File: src/rtl/mem_hex_renderer.sv
// Reads NUM_WORDS consecutive memory words and draws each one as an 8-digit hex row
// (3x5 glyphs in 4x6 cells), one pixel per cycle, for a 160x120 VGA adapter.
module mem_hex_renderer #(
  parameter int unsigned NUM_WORDS   = 16,
  parameter logic [10:0] BASE_ADDR   = 11'd0,
  parameter int unsigned MEM_LATENCY = 2,
  parameter int unsigned X0          = 0,
  parameter int unsigned Y0          = 0,
  parameter logic [2:0]  FG_COLOUR   = 3'b010,
  parameter logic [2:0]  BG_COLOUR   = 3'b000
) (
  input  logic        clock,
  input  logic        resetn,
  input  logic        enable,
  output logic        acknowledge,
  output logic [10:0] mem_address,
  input  logic [31:0] mem_data,
  output logic [7:0]  x,
  output logic [6:0]  y,
  output logic [2:0]  colour,
  output logic        plot
);

  typedef enum logic [2:0] {StIdle, StFetch, StLatch, StDraw, StDone} state_e;

  localparam int unsigned WaitW    = (MEM_LATENCY > 1) ? $clog2(MEM_LATENCY) : 1;
  localparam logic [WaitW-1:0] WaitLast = WaitW'(MEM_LATENCY - 1);
  localparam logic [4:0]  LastWord = 5'(NUM_WORDS - 1);
  localparam logic [8:0]  XBase    = 9'(X0);
  localparam logic [7:0]  YBase    = 8'(Y0);

  state_e           r_state;
  logic [WaitW-1:0] r_wait;
  logic [4:0]       r_word_idx;
  logic [31:0]      r_word;
  logic [2:0]       r_digit;
  logic [2:0]       r_row;
  logic [1:0]       r_col;

  logic [3:0]  w_nibble;
  logic [14:0] w_glyph;
  logic [2:0]  w_font_row;
  logic        w_pixel_on;
  logic        w_draw;
  logic        w_in_range;
  logic [8:0]  w_x;
  logic [7:0]  w_y;
  logic [7:0]  w_row_base;

  // Five octal rows, top row in the most significant digit; bit 2 is the leftmost pixel.
  function automatic logic [14:0] font_glyph(input logic [3:0] v);
    logic [14:0] g;
    unique case (v)
      4'h0: g = 15'o75557;
      4'h1: g = 15'o26227;
      4'h2: g = 15'o71747;
      4'h3: g = 15'o71717;
      4'h4: g = 15'o55711;
      4'h5: g = 15'o74717;
      4'h6: g = 15'o74757;
      4'h7: g = 15'o71111;
      4'h8: g = 15'o75757;
      4'h9: g = 15'o75717;
      4'hA: g = 15'o25755;
      4'hB: g = 15'o65656;
      4'hC: g = 15'o74447;
      4'hD: g = 15'o65556;
      4'hE: g = 15'o74747;
      4'hF: g = 15'o74744;
    endcase
    return g;
  endfunction

  always_ff @(posedge clock or negedge resetn) begin
    if (!resetn) begin
      r_state    <= StIdle;
      r_wait     <= '0;
      r_word_idx <= '0;
      r_word     <= '0;
      r_digit    <= '0;
      r_row      <= '0;
      r_col      <= '0;
    end else begin
      unique case (r_state)
        StIdle: begin
          if (enable) begin
            r_word_idx <= '0;
            r_wait     <= '0;
            r_state    <= StFetch;
          end
        end
        StFetch: begin
          if (r_wait == WaitLast) r_state <= StLatch;
          else                    r_wait  <= r_wait + 1'b1;
        end
        StLatch: begin
          r_word  <= mem_data;
          r_digit <= '0;
          r_row   <= '0;
          r_col   <= '0;
          r_state <= StDraw;
        end
        StDraw: begin
          // Column wraps naturally from 3 to 0; row and digit advance on that wrap.
          r_col <= r_col + 1'b1;
          if (r_col == 2'd3) begin
            if (r_row == 3'd5) begin
              r_row   <= '0;
              r_digit <= r_digit + 1'b1;
              if (r_digit == 3'd7) begin
                if (r_word_idx == LastWord) begin
                  r_state <= StDone;
                end else begin
                  r_word_idx <= r_word_idx + 1'b1;
                  r_wait     <= '0;
                  r_state    <= StFetch;
                end
              end
            end else begin
              r_row <= r_row + 1'b1;
            end
          end
        end
        StDone: begin
          if (!enable) r_state <= StIdle;
        end
        default: r_state <= StIdle;
      endcase
    end
  end

  always_comb begin
    w_nibble = r_word[31:28];
    unique case (r_digit)
      3'd0: w_nibble = r_word[31:28];
      3'd1: w_nibble = r_word[27:24];
      3'd2: w_nibble = r_word[23:20];
      3'd3: w_nibble = r_word[19:16];
      3'd4: w_nibble = r_word[15:12];
      3'd5: w_nibble = r_word[11:8];
      3'd6: w_nibble = r_word[7:4];
      3'd7: w_nibble = r_word[3:0];
    endcase
  end

  assign w_glyph = font_glyph(w_nibble);

  // Row 5 and column 3 are the inter-cell gaps and select no glyph bit.
  always_comb begin
    w_font_row = 3'b000;
    unique case (r_row)
      3'd0:    w_font_row = w_glyph[14:12];
      3'd1:    w_font_row = w_glyph[11:9];
      3'd2:    w_font_row = w_glyph[8:6];
      3'd3:    w_font_row = w_glyph[5:3];
      3'd4:    w_font_row = w_glyph[2:0];
      default: w_font_row = 3'b000;
    endcase
  end

  always_comb begin
    w_pixel_on = 1'b0;
    unique case (r_col)
      2'd0:    w_pixel_on = w_font_row[2];
      2'd1:    w_pixel_on = w_font_row[1];
      2'd2:    w_pixel_on = w_font_row[0];
      default: w_pixel_on = 1'b0;
    endcase
  end

  assign w_row_base = {3'b000, r_word_idx} * 8'd6;
  assign w_x        = XBase + {4'b0000, r_digit, 2'b00} + {7'b0000000, r_col};
  assign w_y        = YBase + w_row_base + {5'b00000, r_row};
  assign w_in_range = (w_x < 9'd160) && (w_y < 8'd120);
  assign w_draw     = (r_state == StDraw);

  assign acknowledge = (r_state == StDone);
  assign mem_address = BASE_ADDR + {6'b000000, r_word_idx};
  assign plot        = w_draw & w_in_range;
  assign x           = w_draw ? w_x[7:0] : 8'd0;
  assign y           = w_draw ? w_y[6:0] : 7'd0;
  assign colour      = !w_draw   ? 3'b000    :
                       w_pixel_on ? FG_COLOUR : BG_COLOUR;

endmodule

File: config.mk
export PLATFORM = sky130hd
export DESIGN_NAME = mem_hex_renderer
export DESIGN_NICKNAME = d
export VERILOG_FILES = /design/src/rtl/mem_hex_renderer.sv
export SDC_FILE = /design/constraint.sdc
export NUM_CORES = 1
export LEC_CHECK = 0
export ABC_AREA = 1
export CORE_MARGIN = 2
export CORE_UTILIZATION = 53
export CTS_CLUSTER_SIZE = 20
export DETAILED_ROUTE_END_ITERATION = 6
export GPL_TIMING_DRIVEN = 0
export PLACE_DENSITY = 0.8
export SLEW_MARGIN = 25
export SYNTH_ARGS = -nofsm -noshare
export SYNTH_HDL_FRONTEND = slang
export SYNTH_SLANG_ARGS = --single-unit
File: constraint.sdc
create_clock -name clock -period 2.9 [get_ports clock]
set_input_delay 0.29 -clock clock [delete_from_list [all_inputs] [get_ports clock]]
set_output_delay 0.29 -clock clock [all_outputs]
set_load 0.01 [all_outputs]
==> metrics.yaml <==
run_status:
  status: "finished, violations left"
  failed_checks: "hold timing, setup timing"
setup_path:
  crit_type: "flop to primary output"
  startpoint_type: "flop"
  cpPeakStageDelay_ns: 0.47
  end_kind: "primary output"
  crit_chain: "ha_4 -> ha_4 -> nor2_4 -> nand4_1 -> nand3_4 -> inv_6 -> ha_4 -> nand3b_1 -> nand3_1 -> nand2_1 -> nand2_1 -> nand2_1 -> nor2_2 -> a21boi_1 -> nor2_1 -> nor2_1 -> buf_2"
  cpMaxStageDelayCell: "dfrtp_2"
  worstPathArrival_ns: 2.85
  cp_max_fo: 5
  crit_required_ns: 2.61
cells_and_area:
  n_antenna_cell: 0
  nNetsFinal: 650
  drive_gt1_share_pct: 25.6
  syn2layout_area_growth_pct: 36.6
  nFillCells: 438
  fin_util_pct: 75.9
worst_hold_path:
  hold_class: "input port to asynchronous set/reset pin"
job:
  cap_viol_max_count: 0
timing:
  fin_hold_ws_ns: -0.0192
  rsz0062_at_grt: "yes"
  setup_viol: 1
  drv_slew: 0
  worst_slack_ns: -0.236
  timing.slew.headroom_pct: 51.9
  hold_violations: 29
  fin_crit_ns: 3.14
  period_share_pct: 108
  fin_setup_tns_ns: -0.236
  skew_ns: 0.00921
  clock.fmax_mhz: 319
  tightest_slew_ns: 0.719
pwr:
  p_per_area_mw_per_mm2: 275
  power.leakage_uw: 0.00244
  irDropWorstVdd_mv: 0.280
grt:
  grt_pass1_vias: 3349
  antenna_found_initial: 0
  grt_max_degree: 50
  gr-total-overflow: 0
  grt_usage_pct: 26.2
  grt_first_pass_wirelength_um: 15500
yosys:
  synthArstFlopShare_pct: 100
  yosysTopAreaCellShare_pct: 34.4
  synth.distinct_cells: 40
  yosysMostFrequentCell: "nand2_1"
  syn_area_mm2: 0.00357
  synth_top_area_cell: "dfrtp_1"
  synth_edf_count: 0
  seq_area_frac_synth_pct: 34.4
  ys_ff_latch: 49
  netlist_instances: 484
  synth-main-ff-cell: "dfrtp_1"
  ys_top_cells_by_count: "nand2_1, dfrtp_1, nor2_1, nand3_1, inv_1"
  synth_area_leaders: "dfrtp_1, nand2_1, ha_1"
  syn_area_per_cell_um2: 7.37
  yosys_warnings: 0
routing:
  drtAntennaViolNets: 0
  drc_errors: 0
  drt_pass1_iterations: 5
  vias_per_cell: 5.52
  routedWlPerCell_um: 15.8
  drt_first_iter_violations: 377
  wl_um: 10500
  routed-via-count: 3680
clocking:
  clk_path_buf_depth: 2
  clock_sinks: 49
  tritoncts: "built"
  h-tree-depth: 2
  cts.clk_slew.worst_paths_ns: 0.11
  cts_hold_buf: 0
  cts_made_buffers: 5
  root_buffer: "clkbuf_8"
  clk_latency_ns: 0.31
floorplan:
  fp.coreArea_mm2: 0.00642
  rows: 29
  fp.dieW_um: 86.1
  initial_core_util_pct: 55.6
  dieArea_mm2: 0.00741
  ios: 66
  die_h_um: 86.1
placed_design:
  hpwl_um: 6240
  portBuffers: 54
  gp_congestion: 0.887
  place_ws_ns: -0.515
## per-stage QoR
step | hold WS, ns | std cells | power (uW) | cell area [um^2]
5_1_grt | 0.0144 | 667 | 1390 | 4880
6_report | -0.0192 | 667 | 1340 | 4880
3_5_place_dp | 0.347 | 625 | 886 | 4240
2_1_floorplan | -0.00559 | 494 | 810 | 3610
4_1_cts | 0.00121 | 657 | 1330 | 4610
3_3_place_gp | 0.455 | 625 | 883 | 4240
## cells in the final DEF (no fill, tap or decap), drive strengths merged, types with 2 or more instances in the layout
master | Yosys | final
a21oi | 14 | 14
nand3 | 43 | 43
dfrtp | 49 | 49
nand2 | 179 | 179
conb | 1 | 11
clkdlybuf4s50 | 0 | 48
nor2 | 58 | 58
dlymetal6s2s | 0 | 2
o21ai | 22 | 22
inv | 44 | 46
o22ai | 2 | 2
buf | 16 | 54
xnor2 | 5 | 5
xor2 | 3 | 3
clkbuf | 6 | 11
nor3 | 6 | 6
fa | 2 | 2
ha | 24 | 24
## final cells by class
class	count	area [um^2]	share of cell area, %
multi-input cells	379	2340	48.0
repair buffers	90	812	16.7
well taps	77	96.3	1.98
plain buffers	20	128	2.62
flip-flops and latches	49	1230	25.3
clock buffers	5	68.8	1.41
inverters	44	173	3.54
clock inverters	3	28.8	0.590
## per-layer routing
metal,GRT usage [%],up-vias,routed length (um)
met2,44.4,203,5120
li1,-,1716,-
met5,0,-,0
met3,3.95,38,714
met4,6.78,0,381
met1,35.0,1723,4330
## registers in the layout, indices dropped and copies added, names as in the netlist
signal and cells:
r_row 3, r_col 2, r_wait 1, r_digit 3, r_state 3, r_word_idx 5, r_word 32
## critical path: cells and delay by family, from the launching register on
family | cells | cell delay [ns]
DFF | 1 | 0.47
adders and majority gates | 3 | 0.64
AOI/OAI and AO/OA | 1 | 0.11
buffers and inverters | 2 | 0.20
and+or+nand+nor | 11 | 1.14
## logic make-up after synthesis
| kind of cell | Yosys count | synth area share [%] |
|---|---|---|
| buf+inv | 66 | 8.84 |
| simple gates | 291 | 38.1 |
| compound gates | 43 | 7.12 |
| other cells | 1 | 0.105 |
| flops | 49 | 34.4 |
| fa+ha+maj | 26 | 9.54 |
| xor+xnor | 8 | 1.96 |
## where the power goes
group / leakage (uW) / total (uW) / switching [uW] / internal, uW
Clock: 0.0000506 / 447 / 266 / 181
Combinational: 0.00184 / 172 / 84.6 / 87.4
Sequential: 0.000556 / 723 / 17.4 / 705
Total: 0.00244 / 1340 / 368 / 974
## what timing repair did
action | CTS | global route
setup endpoints to repair | 5 | 6
gates resized for setup | 34 | 48
pin swaps | 13 | 34
setup buffers | 25 | 12
## final timing paths
path / start / end / slack, ns / cells after the start
setup / recovery: r_digit[1] / colour[1] / -0.24 / 17
hold / removal: resetn / r_word[22] / -0.02 / 1
setup reg to reg: r_state[1] / r_digit[1] / 0.51 / 9
hold reg to reg: r_wait / r_wait / 0.47 / 2
max in group asynchronous: resetn / r_digit[0] / 2.44 / 1
min in group clock: r_wait / r_wait / 0.47 / 2
Power figures use the tool's default switching activity.
